===== config.mk =====
export PLATFORM = sky130hd
export DESIGN_NAME = pc_ir_unit
export DESIGN_NICKNAME = d
export VERILOG_FILES = /design/src/rtl/rv_ctrl_pkg.sv /design/src/rtl/halt_detect.sv /design/src/rtl/pc_ir_unit.sv
export SDC_FILE = /design/constraint.sdc
export NUM_CORES = 1
export LEC_CHECK = 0
export BUFFER_PORTS_ARGS = -buffer_cell sky130_fd_sc_hd__buf_2
export CAP_MARGIN = 20
export CELL_PAD_IN_SITES_DETAIL_PLACEMENT = 0
export CELL_PAD_IN_SITES_GLOBAL_PLACEMENT = 1
export CORE_UTILIZATION = 38
export CTS_BUF_LIST = sky130_fd_sc_hd__clkbuf_16
export CTS_CLUSTER_SIZE = 30
export DETAILED_ROUTE_END_ITERATION = 8
export PLACE_DENSITY_LB_ADDON = 0.3
export SLEW_MARGIN = 20
export SYNTH_ARGS = -nofsm -noshare
export SYNTH_HDL_FRONTEND = slang
export SYNTH_SLANG_ARGS = --single-unit

===== constraint.sdc =====
create_clock -name CLK -period 3.76 [get_ports CLK]
set_clock_uncertainty 0.1 [all_clocks]
set_input_delay 0.94 -clock CLK [delete_from_list [all_inputs] [get_ports CLK]]
set_output_delay 0.94 -clock CLK [all_outputs]
set_load 0.02 [all_outputs]

===== src/rtl/rv_ctrl_pkg.sv =====
// rtl/rv_ctrl_pkg.sv - shared opcode, next-PC source and halt-sequence definitions
package rv_ctrl_pkg;

  localparam logic [6:0] OP_JAL   = 7'b110_1111;
  localparam logic [6:0] OP_JALR  = 7'b110_0111;
  localparam logic [6:0] OP_BR    = 7'b110_0011;
  localparam logic [6:0] OP_LD    = 7'b000_0011;
  localparam logic [6:0] OP_SW    = 7'b010_0011;
  localparam logic [6:0] OP_ITYPE = 7'b001_0011;
  localparam logic [6:0] OP_RTYPE = 7'b011_0011;

  typedef enum logic [1:0] {
    PCSRC_ALU    = 2'b00,
    PCSRC_JALR   = 2'b01,
    PCSRC_ALUOUT = 2'b10,
    PCSRC_HOLD   = 2'b11
  } pcsrc_e;

  // addi x1,x0,12 followed by jalr x0,0(x1) marks end of program
  localparam logic [31:0] HALT_W0 = 32'h00c0_0093;
  localparam logic [31:0] HALT_W1 = 32'h0000_8067;

  typedef enum logic [1:0] {
    RUN    = 2'b00,
    ARMED  = 2'b01,
    HALTED = 2'b10
  } halt_state_e;

endpackage


===== src/rtl/halt_detect.sv =====
// rtl/halt_detect.sv - watches latched instruction words for the two-word halt sequence
module halt_detect
  import rv_ctrl_pkg::*;
(
  input  logic        CLK,
  input  logic        RSTn,
  input  logic        strobe,
  input  logic [31:0] data,
  output logic        HALT
);

  halt_state_e r_state;
  halt_state_e w_next;

  always_ff @(posedge CLK or negedge RSTn) begin
    if (!RSTn) r_state <= RUN;
    else       r_state <= w_next;
  end

  always_comb begin
    w_next = r_state;
    if (strobe) begin
      unique case (r_state)
        RUN: begin
          if (data == HALT_W0) w_next = ARMED;
        end
        ARMED: begin
          if (data == HALT_W1)      w_next = HALTED;
          else if (data == HALT_W0) w_next = ARMED;
          else                      w_next = RUN;
        end
        HALTED:  w_next = HALTED;
        default: w_next = RUN;
      endcase
    end
  end

  assign HALT = (r_state == HALTED);

endmodule


===== src/rtl/pc_ir_unit.sv =====
// rtl/pc_ir_unit.sv - PC, instruction register, fetch PC and fetch counter of the multicycle core
module pc_ir_unit
  import rv_ctrl_pkg::*;
#(
  parameter logic [31:0] RESET_PC = 32'h0000_0000,
  parameter int          IMEM_AW  = 12
) (
  input  logic               CLK,
  input  logic               RSTn,
  input  logic               PC_WR,
  input  logic               PC_WRITE_COND,
  input  logic               BR_TAKEN,
  input  logic [1:0]         MUX4,
  input  logic [31:0]        ALU_RESULT,
  input  logic [31:0]        ALU_OUT,
  input  logic               IR_WR,
  input  logic [31:0]        I_MEM_DI,
  output logic [IMEM_AW-1:0] I_MEM_ADDR,
  output logic [31:0]        PC,
  output logic [31:0]        OLD_PC,
  output logic [31:0]        IR,
  output logic [6:0]         OPCODE,
  output logic [31:0]        INST_CNT,
  output logic               MISALIGN,
  output logic               HALT
);

  logic [31:0] r_pc;
  logic [31:0] r_old_pc;
  logic [31:0] r_ir;
  logic [31:0] r_inst_cnt;
  logic        r_misalign;

  logic        w_halt;
  logic        w_pc_en;
  logic        w_ir_en;
  logic        w_pc_src_live;
  logic        w_bad_target;
  logic [31:0] w_next_pc;

  // Once halted, every controller strobe is masked at the source
  assign w_pc_en = ~w_halt & (PC_WR | (PC_WRITE_COND & BR_TAKEN));
  assign w_ir_en = ~w_halt & IR_WR;

  always_comb begin
    w_next_pc = r_pc;
    unique case (MUX4)
      PCSRC_ALU:    w_next_pc = ALU_RESULT;
      PCSRC_JALR:   w_next_pc = {ALU_RESULT[31:1], 1'b0};
      PCSRC_ALUOUT: w_next_pc = ALU_OUT;
      default:      w_next_pc = r_pc;
    endcase
  end

  assign w_pc_src_live = w_pc_en & (MUX4 != PCSRC_HOLD);
  assign w_bad_target  = w_pc_src_live & (w_next_pc[1:0] != 2'b00);

  always_ff @(posedge CLK or negedge RSTn) begin
    if (!RSTn) begin
      r_pc       <= RESET_PC;
      r_old_pc   <= RESET_PC;
      r_ir       <= 32'h0;
      r_inst_cnt <= 32'h0;
      r_misalign <= 1'b0;
    end else begin
      if (w_pc_src_live && !w_bad_target) r_pc <= w_next_pc;
      if (w_bad_target) r_misalign <= 1'b1;
      if (w_ir_en) begin
        r_ir       <= I_MEM_DI;
        r_old_pc   <= r_pc;
        r_inst_cnt <= r_inst_cnt + 32'd1;
      end
    end
  end

  halt_detect u_halt_detect (
    .CLK    (CLK),
    .RSTn   (RSTn),
    .strobe (w_ir_en),
    .data   (I_MEM_DI),
    .HALT   (w_halt)
  );

  assign I_MEM_ADDR = r_pc[IMEM_AW+1:2];
  assign PC         = r_pc;
  assign OLD_PC     = r_old_pc;
  assign IR         = r_ir;
  assign OPCODE     = r_ir[6:0];
  assign INST_CNT   = r_inst_cnt;
  assign MISALIGN   = r_misalign;
  assign HALT       = w_halt;

endmodule


# Word level (Yosys, flattened, before mapping)
# Index checks and enable logic that the tools add are counted.
[classes]
shifts = 0
mux = 5
add_sub_neg = 1
magnitude_cmp = 0
n_reduce_logical = 8
mul = 0
div = 0
n_bitwise = 7
n_eq_ne = 8
[ops]
columns = ["cell", "count"]
rows = [
  ["$pmux W32 S3", 1],
  ["$add A32 B1 Y32 const B", 1],
  ["$eq A32 B16 Y1 const B", 1],
  ["$eq A32 B24 Y1 const B", 1],
  ["$pmux W2 S3", 1],
  ["$and A1 B1 Y1", 5],
  ["$eq A2 B1 Y1 const B", 2],
  ["$eq A2 B2 Y1 const B", 2],
  ["$logic_not A2 Y1", 2],
  ["$mux W2", 2],
  ["$reduce_and A2 Y1", 2],
  ["$reduce_bool A3 Y1", 1],
  ["$ne A2 B1 Y1 const B", 1],
  ["$ne A2 B2 Y1 const B", 1],
  ["$reduce_bool A2 Y1", 1],
  ["$logic_and A1 B1 Y1", 1],
  ["$logic_not A1 Y1", 1],
  ["$mux W1", 1],
  ["$not A1 Y1", 1],
  ["$or A1 B1 Y1", 1],
]
[totals]
n_memories = 0
wordCells = 36
output_inout_bits = 149
mem_bits_ro = 0
ramBits = 0
ff_bits = 131
latch_bits = 0
inputBits = 104

# Depth between registers and ports, before layout
# Gate-level depths: netlist of run 1.
[depth]
word_depth = 8
mapped_depth = 6
mapped_depth_nobuf = 5

# Hierarchy
# A second synthesis of run 1 with hierarchy kept.
[unflattened]
cells_unflattened = 480
hier_area_um2 = 5861.9
[modules_own_cells]
columns = ["mod", "seq_area_each_um2", "area_each_um2", "instances", "cells_per_inst"]
rows = [
  ["pc_ir_unit", 3228.1, 5670.4, 1, 457],
  ["halt_detect", 50.0, 191.4, 1, 23],
]

# Worst setup path before layout of run 1
# No wires, ideal clock.
[synth_path]
kind = "input port to flip-flop"
from = "input MUX4[0]"
to = "register r_pc[10] (netlist: PC[10])"
t_required_ns = 3.535
path_slack_ns = 1.553
setup_ns = 0.125
path_stages = 5
arrival_ns = 1.982
n_path_buf = 1
cell_sequence = "and2b_1 nor3b_2 o21ai_4 buf_6 mux2_4"
[synth_via]
elab_chain_cells = 7
word_cells_on_any_way = 12
cone_classes = "eq/ne: 3; mux: 1; bitwise: 2; reduce/logical: 6"
[synth_lines]
columns = ["element", "line", "text"]
rows = [
  ["start: declaration", "pc_ir_unit.sv:13", "input logic [1:0] MUX4,"],
  ["$eq A2 B2 Y1 (tied with other cells)", "pc_ir_unit.sv:47", "unique case (MUX4)"],
  ["$pmux W32 S3", "pc_ir_unit.sv:47", ""],
  ["$reduce_bool A2 Y1", "pc_ir_unit.sv:56", "assign w_bad_target = w_pc_src_live & (w_next_pc[1:0] != 2'b00);"],
  ["$and A1 B1 Y1", "pc_ir_unit.sv:56", ""],
  ["$logic_not A1 Y1", "pc_ir_unit.sv:66", "if (w_pc_src_live && !w_bad_target) r_pc <= w_next_pc;"],
  ["$logic_and A1 B1 Y1", "pc_ir_unit.sv:66", ""],
  ["$reduce_and A2 Y1 (no line)", "--", ""],
  ["end signal: assignment", "pc_ir_unit.sv:66", ""],
  ["end: declaration", "pc_ir_unit.sv:28", "logic [31:0] r_pc;"],
]
# Several ways; a longest one is shown, not always the timed one.
# A chain may end at the register's enable or synchronous reset.

# Worst setup path in the final report of run 1
[layout_path]
from = "register u_halt_detect.r_state[0]"
to = "output HALT"
[layout_via]
elab_chain_cells = 1
[layout_lines]
columns = ["element", "line", "text"]
rows = [
  ["start: declaration", "halt_detect.sv:12", "halt_state_e r_state;"],
  ["start signal: assignment", "halt_detect.sv:17", "else r_state <= w_next;"],
  ["$eq A2 B2 Y1", "halt_detect.sv:38", "assign HALT = (r_state == HALTED);"],
  ["end: declaration", "pc_ir_unit.sv:25", "output logic HALT"],
]
# No other way between the ends.

==> reports/qor.yml, run 1 <==
nets: 953
critical-path-slowest-cell: "dfrtp_1"
syn_area_um2: 5990
synth-seq-area-share_pct: 54.7
drive_gt1_share_pct: 37.7
clk_pin_slew_ns: 0.06
grt-ovfl-total: 0
cts_buffers: 17
clockRootBuffer: "clkbuf_16"
max-slew-margin-rel_pct: 39.6
fp.dieArea_um2: 16300
r2r-start: "u_halt_detect.r_state[0]$_DFFE_PN0P_"
ant_nets: 0
yosys.cell_types.count: 39
num_rows: 45
core_area_um2: 15300
port_buffers: 252
postPlaceCellArea_um2: 7320
vias_per_cell: 4.59
ys_warn_count: 0
final_common_cell: "buf_2"
rrSetupSlack_ns: 1.71
start_util_pct: 39.1
worst_setup_path_start_kind: "flop"
worst-path-max-fanout: 6
synth_area_per_cell_um2: 9.68
postCtsSetupBuffers: 0
fin_area_um2: 7910
drt_iter0_markers: 219
wl_per_cell_um: 14.0
vias: 4916
fmax_mhz: 405
hold_ws_ns: 0.347
slowest_delay_ns: 0.41
synth_fp_nets: 724
outcome: "finished clean"
p_per_area_nw_per_um2: 563
clock_latency_ns: 0.41
drcViolationCount: 0
drt_pre_antenna_iters: 4
die_x_um: 128
worstSetupEndpointType: "primary output"
p_total_mw: 4.45
cts_resized: 0
fin_util_pct: 51.7
finalSetupViolCount: 0
ctsHoldBuffers: 0
path_cells: "nor2b_2 > buf_2"
mostFrequentLayoutCells: "251 x buf_2, 236 x nand2_1, 131 x dfrtp_1"
grt_pass1_wl_mm: 24.3
reg2reg_depth: 5
grt_start_max_net_pins: 62
crit_end: "HALT"
cts.sinks: 131
cts_tree: "yes"
cts_buffer_depth: 2
crit_cells: 2
io_pins: 253
hold_path.class: "input port to async pin"
grt_pass1_vias: 4806
die_y_um: 128
path_class: "flop to primary output"
gp_congestion: 0.823
ys_ff_latch: 131
hpwl_mm: 11.1
crit_buf_inv: 1
power_leakage_nw: 4.43
required_ns: 2.72
cp.arrival_ns: 1.43
cp_top_family: "flip-flops"
drv_slew: 0
peakVddDrop_v: 0.000309
max_cap_violations: 0
multi_input_area_um2: 2300
yosysTopAreaCell: "dfrtp_1"
seq_area_um2: 3280
antenna_found_initial: 0
min_period_ns: 2.47
yosys-top-cells-area: "dfrtp_1 55%, nand2_1 15%, mux2_4 7.0%"
cp-startpoint: "u_halt_detect.r_state[0]$_DFFE_PN0P_"
ctsHtreeMaxLevel: 4
nFillCells: 1492
track_usage_pct: 19.5
fin_tns_setup_ns: 0
finalHoldViolations: 0
r2r-end: "PC[3]$_DFFE_PN0P_"
syn2layout_area_growth_pct: 32.1
synth_top_area_share_pct: 54.7
worstMarginPinSlew_ns: 0.901
rsz0062_at_grt: "false"
postSynthCellCount: 619
diodes: 0
wirelength_mm: 15.0
fin_crit_sh_pct: 65.7
[final cells by class]
type	count	share of cell area [%]
Sequential cell	131	41.4
Tap cell	211	3.34
Timing Repair Buffer	259	17.2
Clock buffer	17	5.38
Clock inverter	15	2.09
Multi-Input combinational cell	407	29.1
Inverter	32	1.52
[how the worst min path moves through the flow]
stage | end | slack, ns | depth (start not counted)
5_1_grt | IR[10]$_DFFE_PN0P_ | 0.36 | 1
2_1_floorplan | u_halt_detect.r_state[1]$_DFFE_PN0P_ | 0.37 | 1
6_report | IR[10]$_DFFE_PN0P_ | 0.35 | 1
4_1_cts | IR[16]$_DFFE_PN0P_ | 0.34 | 1
3_5_place_dp | IR[26]$_DFFE_PN0P_ | 0.36 | 2
3_3_place_gp | IR[16]$_DFFE_PN0P_ | 0.35 | 2
[report_power, final]
part	leakage (nW)	total [mW]	internal, mW	switching, mW
combinational	2.47	1.02	0.394	0.625
sequential	1.68	1.80	1.62	0.180
clock	0.280	1.64	1.03	0.604
[worst reg2reg max path, cell delays in order, from the launching register on]
cell and delay (ns):
dfrtp_1 0.41, nor2b_2 0.36, nor2_1 0.21, o21ai_4 0.24, buf_12 0.27, mux2_2 0.36
[per-layer routing]
metal,GRT usage [%],up-vias,part of all wire (%)
met3,5.70,12,6.8
met4,7.21,0,1.0
met2,31.0,171,46
li1,-,2421,-
met1,25.3,2312,46
met5,0,-,0
[metrics by stage]
stage,worst slack (ns),std cells
after floorplan,1.55,619
after global placement,0.946,1040
after detailed placement,0.905,1040
after CTS,1.23,1072
after global routing,1.20,1072
final,1.29,1072
[synth_stat cells, drive strengths merged]
master and instances:
and2 8, buf 36, nor4 5, a211oi 1, a21oi 2, inv 32
nor3b 1, dfrtp 131, and3 7, nor4b 1, nor4bb 1, a32o 1
mux2 30, o21ai 33, and2b 1, nor2 4, nor3 4, nand4 15
xor2 1, ha 1, nand3 12, xnor2 30, nand2b 1, and4b 1
nand2 236, nand4b 3, clkbuf 13, nor2b 1, and4 5, a21o 1
a22o 1
[cells by family after synthesis]
logic type                 count (synthesis)  synth area share, %
AOI/OAI and AO/OA                         39                 3.68
xor gates and xnor gates                  31                 4.53
adders and majority gates                  1                0.209
buffers and inverters                     81                 7.02
DFF                                      131                 54.7
muxes                                     30                 7.39
and+or+nand+nor                          306                 22.4
[registers in the layout (all words and copies together), names as in the netlist]
register	flops
INST_CNT	32
IR	32
OLD_PC	32
PC	32
u_halt_detect.r_state	2
MISALIGN	1
No activity file was read; power rests on OpenSTA's default activity.
==> inputs of run 2 (changes only) <==
--- a/config.mk
+++ b/config.mk
@@ -9,7 +9,7 @@
 export CAP_MARGIN = 20
 export CELL_PAD_IN_SITES_DETAIL_PLACEMENT = 0
 export CELL_PAD_IN_SITES_GLOBAL_PLACEMENT = 1
-export CORE_UTILIZATION = 38
+export CORE_UTILIZATION = 35
 export CTS_BUF_LIST = sky130_fd_sc_hd__clkbuf_16
 export CTS_CLUSTER_SIZE = 30
 export DETAILED_ROUTE_END_ITERATION = 8
==> constraint.sdc (replaced) <==
create_clock -name CLK -period 2.4 [get_ports CLK]
set_clock_uncertainty 0.1 [all_clocks]
set_input_delay 0.6 -clock CLK [delete_from_list [all_inputs] [get_ports CLK]]
set_output_delay 0.6 -clock CLK [all_outputs]
set_load 0.02 [all_outputs]
==> reports/qor.yml, run 2 (synthesis gave the netlist of run 1 again) <==
cts.sinks: 131  # unchanged
io_pins: 253  # unchanged
drive_gt1_share_pct: 37.8  # +0.085 points
grt-ovfl-total: 0  # unchanged
worstSetupEndpointType: "primary output"
path_cells: "nor2b_2 > buf_2"
path_class: "flop to primary output"
fp.dieArea_um2: 17600  # +8.4%
fmax_mhz: 470
worstMarginPinSlew_ns: 0.534  # -0.367 ns
cts_buffers: 17  # unchanged
clockRootBuffer: "clkbuf_16"
rrSetupSlack_ns: 0.43  # -1.28 ns
ant_nets: 0  # unchanged
required_ns: 1.70  # -1.02 ns
postCtsSetupBuffers: 0  # unchanged
cts_tree: "yes"
finalHoldViolations: 0  # unchanged
vias: 4891  # -0.51%
nets: 959  # +0.63%
grt_pass1_vias: 4779  # -0.56%
p_per_area_nw_per_um2: 863  # +53%
cp-startpoint: "u_halt_detect.r_state[0]$_DFFE_PN0P_"
ctsHtreeMaxLevel: 4  # unchanged
num_rows: 47  # +4.4%
clk_pin_slew_ns: 0.05  # about the same
power_leakage_nw: 4.46  # +0.69%
rsz0062_at_grt: "false"
grt_pass1_wl_mm: 25.0  # +2.7%
core_area_um2: 16600  # +8.7%
hold_path.class: "input port to flop"
clock_latency_ns: 0.41  # about the same
start_util_pct: 36.0  # -3.1 points
finalSetupViolCount: 0  # unchanged
critical-path-slowest-cell: "dfrtp_1"
p_clk_share_pct: 35.7  # -1.1 points
max_cap_violations: 0  # unchanged
layout_setup_ws_ns: 0.274  # -1.01 ns
min_period_ns: 2.13
syn2layout_area_growth_pct: 33.5
wl_per_cell_um: 14.1  # +0.85%
gp_congestion: 0.762  # -7.4%
peakVddDrop_v: 0.000461  # +49%
grt_start_max_net_pins: 67  # +8.1%
internal-power_mw: 4.68  # +54%
r2r-start: "u_halt_detect.r_state[0]$_DFFE_PN0P_"
cp.arrival_ns: 1.43  # about the same
drv_slew: 0  # unchanged
fin_crit_sh_pct: 88.6
track_usage_pct: 18.2  # -1.3 points
drt_iter0_markers: 185  # -16%
hpwl_mm: 11.1  # +0.64%
port_buffers: 252  # unchanged
die_x_um: 133  # +4.1%
fin_tns_setup_ns: 0  # unchanged
drt_pre_antenna_iters: 4  # unchanged
pwr-share-comb_pct: 23.5  # +0.6 points
mostFrequentLayoutCells: "251 x buf_2, 236 x nand2_1, 131 x dfrtp_1"
swShare_pct: 32.2  # +0.53 points
antenna_found_initial: 0  # unchanged
outcome: "finished clean"
die_y_um: 133  # +4.1%
crit_end: "HALT"
slowest_delay_ns: 0.41  # about the same
diodes: 0  # unchanged
pre_cts_slack_ns: 0.105  # -0.800 ns
drcViolationCount: 0  # unchanged
reg2reg_depth: 5  # unchanged
vias_per_cell: 4.50  # -1.9%
max-slew-margin-rel_pct: 64.3  # +25 points
worst_setup_path_start_kind: "flop"
final_common_cell: "buf_2"
worst-path-max-fanout: 6  # unchanged
r2r-end: "PC[30]$_DFFE_PN0P_"
wirelength_mm: 15.4  # +2.3%
cts_buffer_depth: 2  # unchanged
pwr-share-seq_pct: 40.8  # +0.4 points
switching_power_mw: 2.22  # +58%
## run 2: changes by cell type in the layout (fill, tap and decap cells not counted), sizes merged
cell | before | now
bufinv | 3 | 2
dlygate4sd3 | 0 | 1
clkinvlp | 4 | 5
clkinv | 7 | 6
buf | 259 | 264
inv | 33 | 34
## run 2: worst min path at each step
| stage | end | startpoint | slack [ns] | cells past startpoint |
|---|---|---|---|---|
| after floorplan | INST_CNT[0]$_DFFE_PN0P_ | RSTn | 0.20 | 0 |
| after global placement | MISALIGN$_DFFE_PN0P_ | MISALIGN$_DFFE_PN0P_ | 0.34 | 1 |
| after detailed placement | MISALIGN$_DFFE_PN0P_ | MISALIGN$_DFFE_PN0P_ | 0.35 | 1 |
| after CTS | IR[21]$_DFFE_PN0P_ | I_MEM_DI[21] | 0.27 | 3 |
| after global routing | IR[12]$_DFFE_PN0P_ | I_MEM_DI[12] | 0.29 | 3 |
| final | IR[3]$_DFFE_PN0P_ | I_MEM_DI[3] | 0.30 | 3 |
## run 2: power by group through the flow
stage	registers [mW]	logic, mW	clock network (mW)
after floorplan	3.21	0.643	0
after global placement	2.85	1.63	0
after global routing	2.87	1.77	2.65
after detailed placement	2.85	1.64	0
after CTS	2.82	1.64	2.55
final	2.82	1.62	2.47
## run 2: worst max-delay path: cells and delay by family, from the launching register on
kind / cells / cell delay [ns]
buffers and inverters: 1 / 0.26
and+or+nand+nor: 1 / 0.35
DFF: 1 / 0.41
## run 2: timing repair
item,CTS,global route
gates resized for setup,0,0
endpoints found under the setup margin,0,0
endpoints found under the hold margin,33,0
hold buffers,1,0
## run 2: cell type report
type	count	area [um^2]
clock buffer	17	425
clock inverter	15	140
fill	1615	8650
inverter	32	120
multi-input combinational	407	2300
sequential	131	3280
tap	220	275
timing repair buffer	265	1460
## run 2: through the flow
step,util (%),cells,total power [mW],hold WS [ns],cell area [um^2]
after floorplan,-,619,3.85,0.204,5990
after global placement,44.6,1054,4.48,0.336,7420
after detailed placement,44.6,1054,4.50,0.348,7420
after CTS,48.0,1087,7.02,0.273,8000
after global routing,48.0,1087,7.28,0.293,8000
final,48.0,1087,6.90,0.301,8000
## run 2: metal layers
layer  GRT usage, %  part of all wire (%)  vias up
met5              0                     0        -
met4           5.87                  0.92        0
met3           6.09                   7.0       11
met2           28.1                    46      181
met1           23.9                    46     2251
li1               -                     -     2448
==> inputs of run 3 (changes only) <==
--- a/config.mk
+++ b/config.mk
@@ -5,14 +5,14 @@
 export SDC_FILE = /design/constraint.sdc
 export NUM_CORES = 1
 export LEC_CHECK = 0
-export BUFFER_PORTS_ARGS = -buffer_cell sky130_fd_sc_hd__buf_2
 export CAP_MARGIN = 20
 export CELL_PAD_IN_SITES_DETAIL_PLACEMENT = 0
 export CELL_PAD_IN_SITES_GLOBAL_PLACEMENT = 1
-export CORE_UTILIZATION = 35
+export CORE_UTILIZATION = 45
 export CTS_BUF_LIST = sky130_fd_sc_hd__clkbuf_16
 export CTS_CLUSTER_SIZE = 30
 export DETAILED_ROUTE_END_ITERATION = 8
+export DONT_BUFFER_PORTS = 1
 export PLACE_DENSITY_LB_ADDON = 0.3
 export SLEW_MARGIN = 20
 export SYNTH_ARGS = -nofsm -noshare
==> reports/qor.yml, run 3 (synthesis gave the netlist of run 1 again) <==
outcome: "finished with violations"
violations: "hold timing"
fmax_mhz: 491  # +4.4%
max_cap_violations: 0  # unchanged
pwr-share-comb_pct: 8.7  # -15 points
port_buffers: 0  # -100%
switching_power_mw: 1.99  # -10%
rsz0062_at_grt: "false"
worstSetupEndpointType: "flop"
min_period_ns: 2.04  # -0.0889 ns
fp.dieArea_um2: 13800  # -22%
fin_tns_setup_ns: 0  # unchanged
start_util_pct: 46.9  # +11 points
diodes: 0  # unchanged
p_clk_share_pct: 37.5  # +1.8 points
swShare_pct: 31.6  # -0.53 points
die_y_um: 117  # -12%
path_cells: "and4_1 > and4_1 > nand4b_1 > xnor2_1"
path_class: "flop to flop"
grt_start_max_net_pins: 132  # +97%
pwr-share-seq_pct: 53.8  # +13 points
cts_buffers: 17  # unchanged
dr_wl_met3_mm: 1.20  # +12%
crit_buf_inv: 0  # -1
placed_cells: 751  # -29%
wirelength_mm: 13.7  # -11%
required_ns: 2.59  # +0.89 ns
cts_buffer_depth: 2  # unchanged
clockRootBuffer: "clkbuf_16"
ctsHtreeMaxLevel: 4  # unchanged
worstMarginPinSlew_ns: 0.545  # +0.0108 ns
power_leakage_nw: 3.32  # -26%
layout_setup_ws_ns: 0.363  # +0.0889 ns
fin_util_pct: 51.1  # +3.1 points
finalHoldViolations: 131  # +131
syn2layout_area_growth_pct: 8.96
num_rows: 41  # -13%
drt_pre_antenna_iters: 6  # +2
nFillCells: 1151  # -29%
worst_setup_path_start_kind: "flop"
die_x_um: 117  # -12%
grt_pass1_wl_mm: 22.2  # -11%
nets: 703  # -27%
routed-wl-met2_mm: 6.55  # -7.6%
clock_latency_ns: 0.41  # about the same
drt_iter0_markers: 341  # +84%
fin_crit_sh_pct: 84.9  # -3.7 points
peakVddDrop_v: 0.000424  # -8.0%
grt-ovfl-total: 0  # unchanged
cts_tree: "yes"
finalSetupViolCount: 0  # unchanged
max-slew-margin-rel_pct: 63.7  # -0.59 points
track_usage_pct: 20.9  # +2.7 points
mostFrequentLayoutCells: "236 x nand2_1, 131 x dfrtp_1, 37 x inv_1"
clk_pin_slew_ns: 0.05  # about the same
antenna_found_initial: 0  # unchanged
worst-path-max-fanout: 15  # +9
wl_per_cell_um: 17.5  # +24%
drcViolationCount: 0  # unchanged
ant_nets: 0  # unchanged
hold_path.class: "input port to async pin"
finalNonFillerCells: 781  # -28%
vias_per_cell: 5.26  # +17%
postCtsSetupBuffers: 0  # unchanged
core_area_um2: 12800  # -23%
cp.arrival_ns: 2.23  # +0.80 ns
io_pins: 253  # unchanged
pre_cts_slack_ns: 0.263  # +0.158 ns
cpMostUsedCell: "and4_1"
cp_top_family: "simple AND/OR/NAND/NOR gates"
cts_resized: 0  # unchanged
routed.top_layer: "met4"
drv_slew: 0  # unchanged
grt_pass1_vias: 4131  # -14%
slowest_delay_ns: 0.56  # +0.15 ns
final_common_cell: "nand2_1"
hold_ws_ns: -0.220  # -0.521 ns
cts.sinks: 131  # unchanged
critical-path-slowest-cell: "dfrtp_1"
vias: 4109  # -16%
drive_gt1_share_pct: 10.8  # -27 points
gp_congestion: 0.756  # -0.83%
p_per_area_nw_per_um2: 965  # +12%
internal-power_mw: 4.31  # -8.0%
wl_met1_mm: 5.67  # -20%
hpwl_mm: 9.42  # -15%
-- run 3: routing by layer --
metal  global-route usage (%)  vias up
met5                        0        -
met4                     9.17        0
met3                     8.07       20
met2                     33.0      194
met1                     25.2     1971
li1                         -     1924
-- run 3: through the flow --
step	instance area [um^2]	total power [mW]
finish	6530	6.30
global route	6530	6.59
CTS	6530	6.36
detailed placement	5990	3.98
global placement	5990	3.95
floorplan	5990	3.85
-- run 3: cell type report --
type | instances | area [um^2] | share of cell area (%)
Clock buffer | 17 | 425 | 6.52
Clock inverter | 13 | 106 | 1.63
Inverter | 32 | 120 | 1.84
Multi-Input combinational cell | 407 | 2300 | 35.3
Sequential cell | 131 | 3280 | 50.2
Tap cell | 172 | 215 | 3.30
Timing Repair Buffer | 9 | 80.1 | 1.23
-- run 3: final timing paths --
| kind | from | slack [ns] | cells after the start | end |
|---|---|---|---|---|
| setup / recovery | INST_CNT[4]$_DFFE_PN0P_ | 0.36 | 4 | INST_CNT[30]$_DFFE_PN0P_ |
| hold / removal | RSTn | -0.22 | 0 | INST_CNT[14]$_DFFE_PN0P_ |
| setup reg to reg | INST_CNT[4]$_DFFE_PN0P_ | 0.36 | 4 | INST_CNT[30]$_DFFE_PN0P_ |
| hold reg to reg | u_halt_detect.r_state[1]$_DFFE_PN0P_ | 0.42 | 1 | u_halt_detect.r_state[1]$_DFFE_PN0P_ |
| max in group asynchronous | RSTn | 2.16 | 0 | OLD_PC[23]$_DFFE_PN0P_ |
| min in group CLK | I_MEM_DI[24] | 0.19 | 2 | IR[24]$_DFFE_PN0P_ |
-- run 3: power groups by stage --
stage	clock network, mW	registers, mW	logic (mW)
finish	2.36	3.39	0.548
global route	2.52	3.44	0.630
CTS	2.41	3.40	0.556
detailed placement	0	3.43	0.554
global placement	0	3.42	0.530
floorplan	0	3.21	0.643
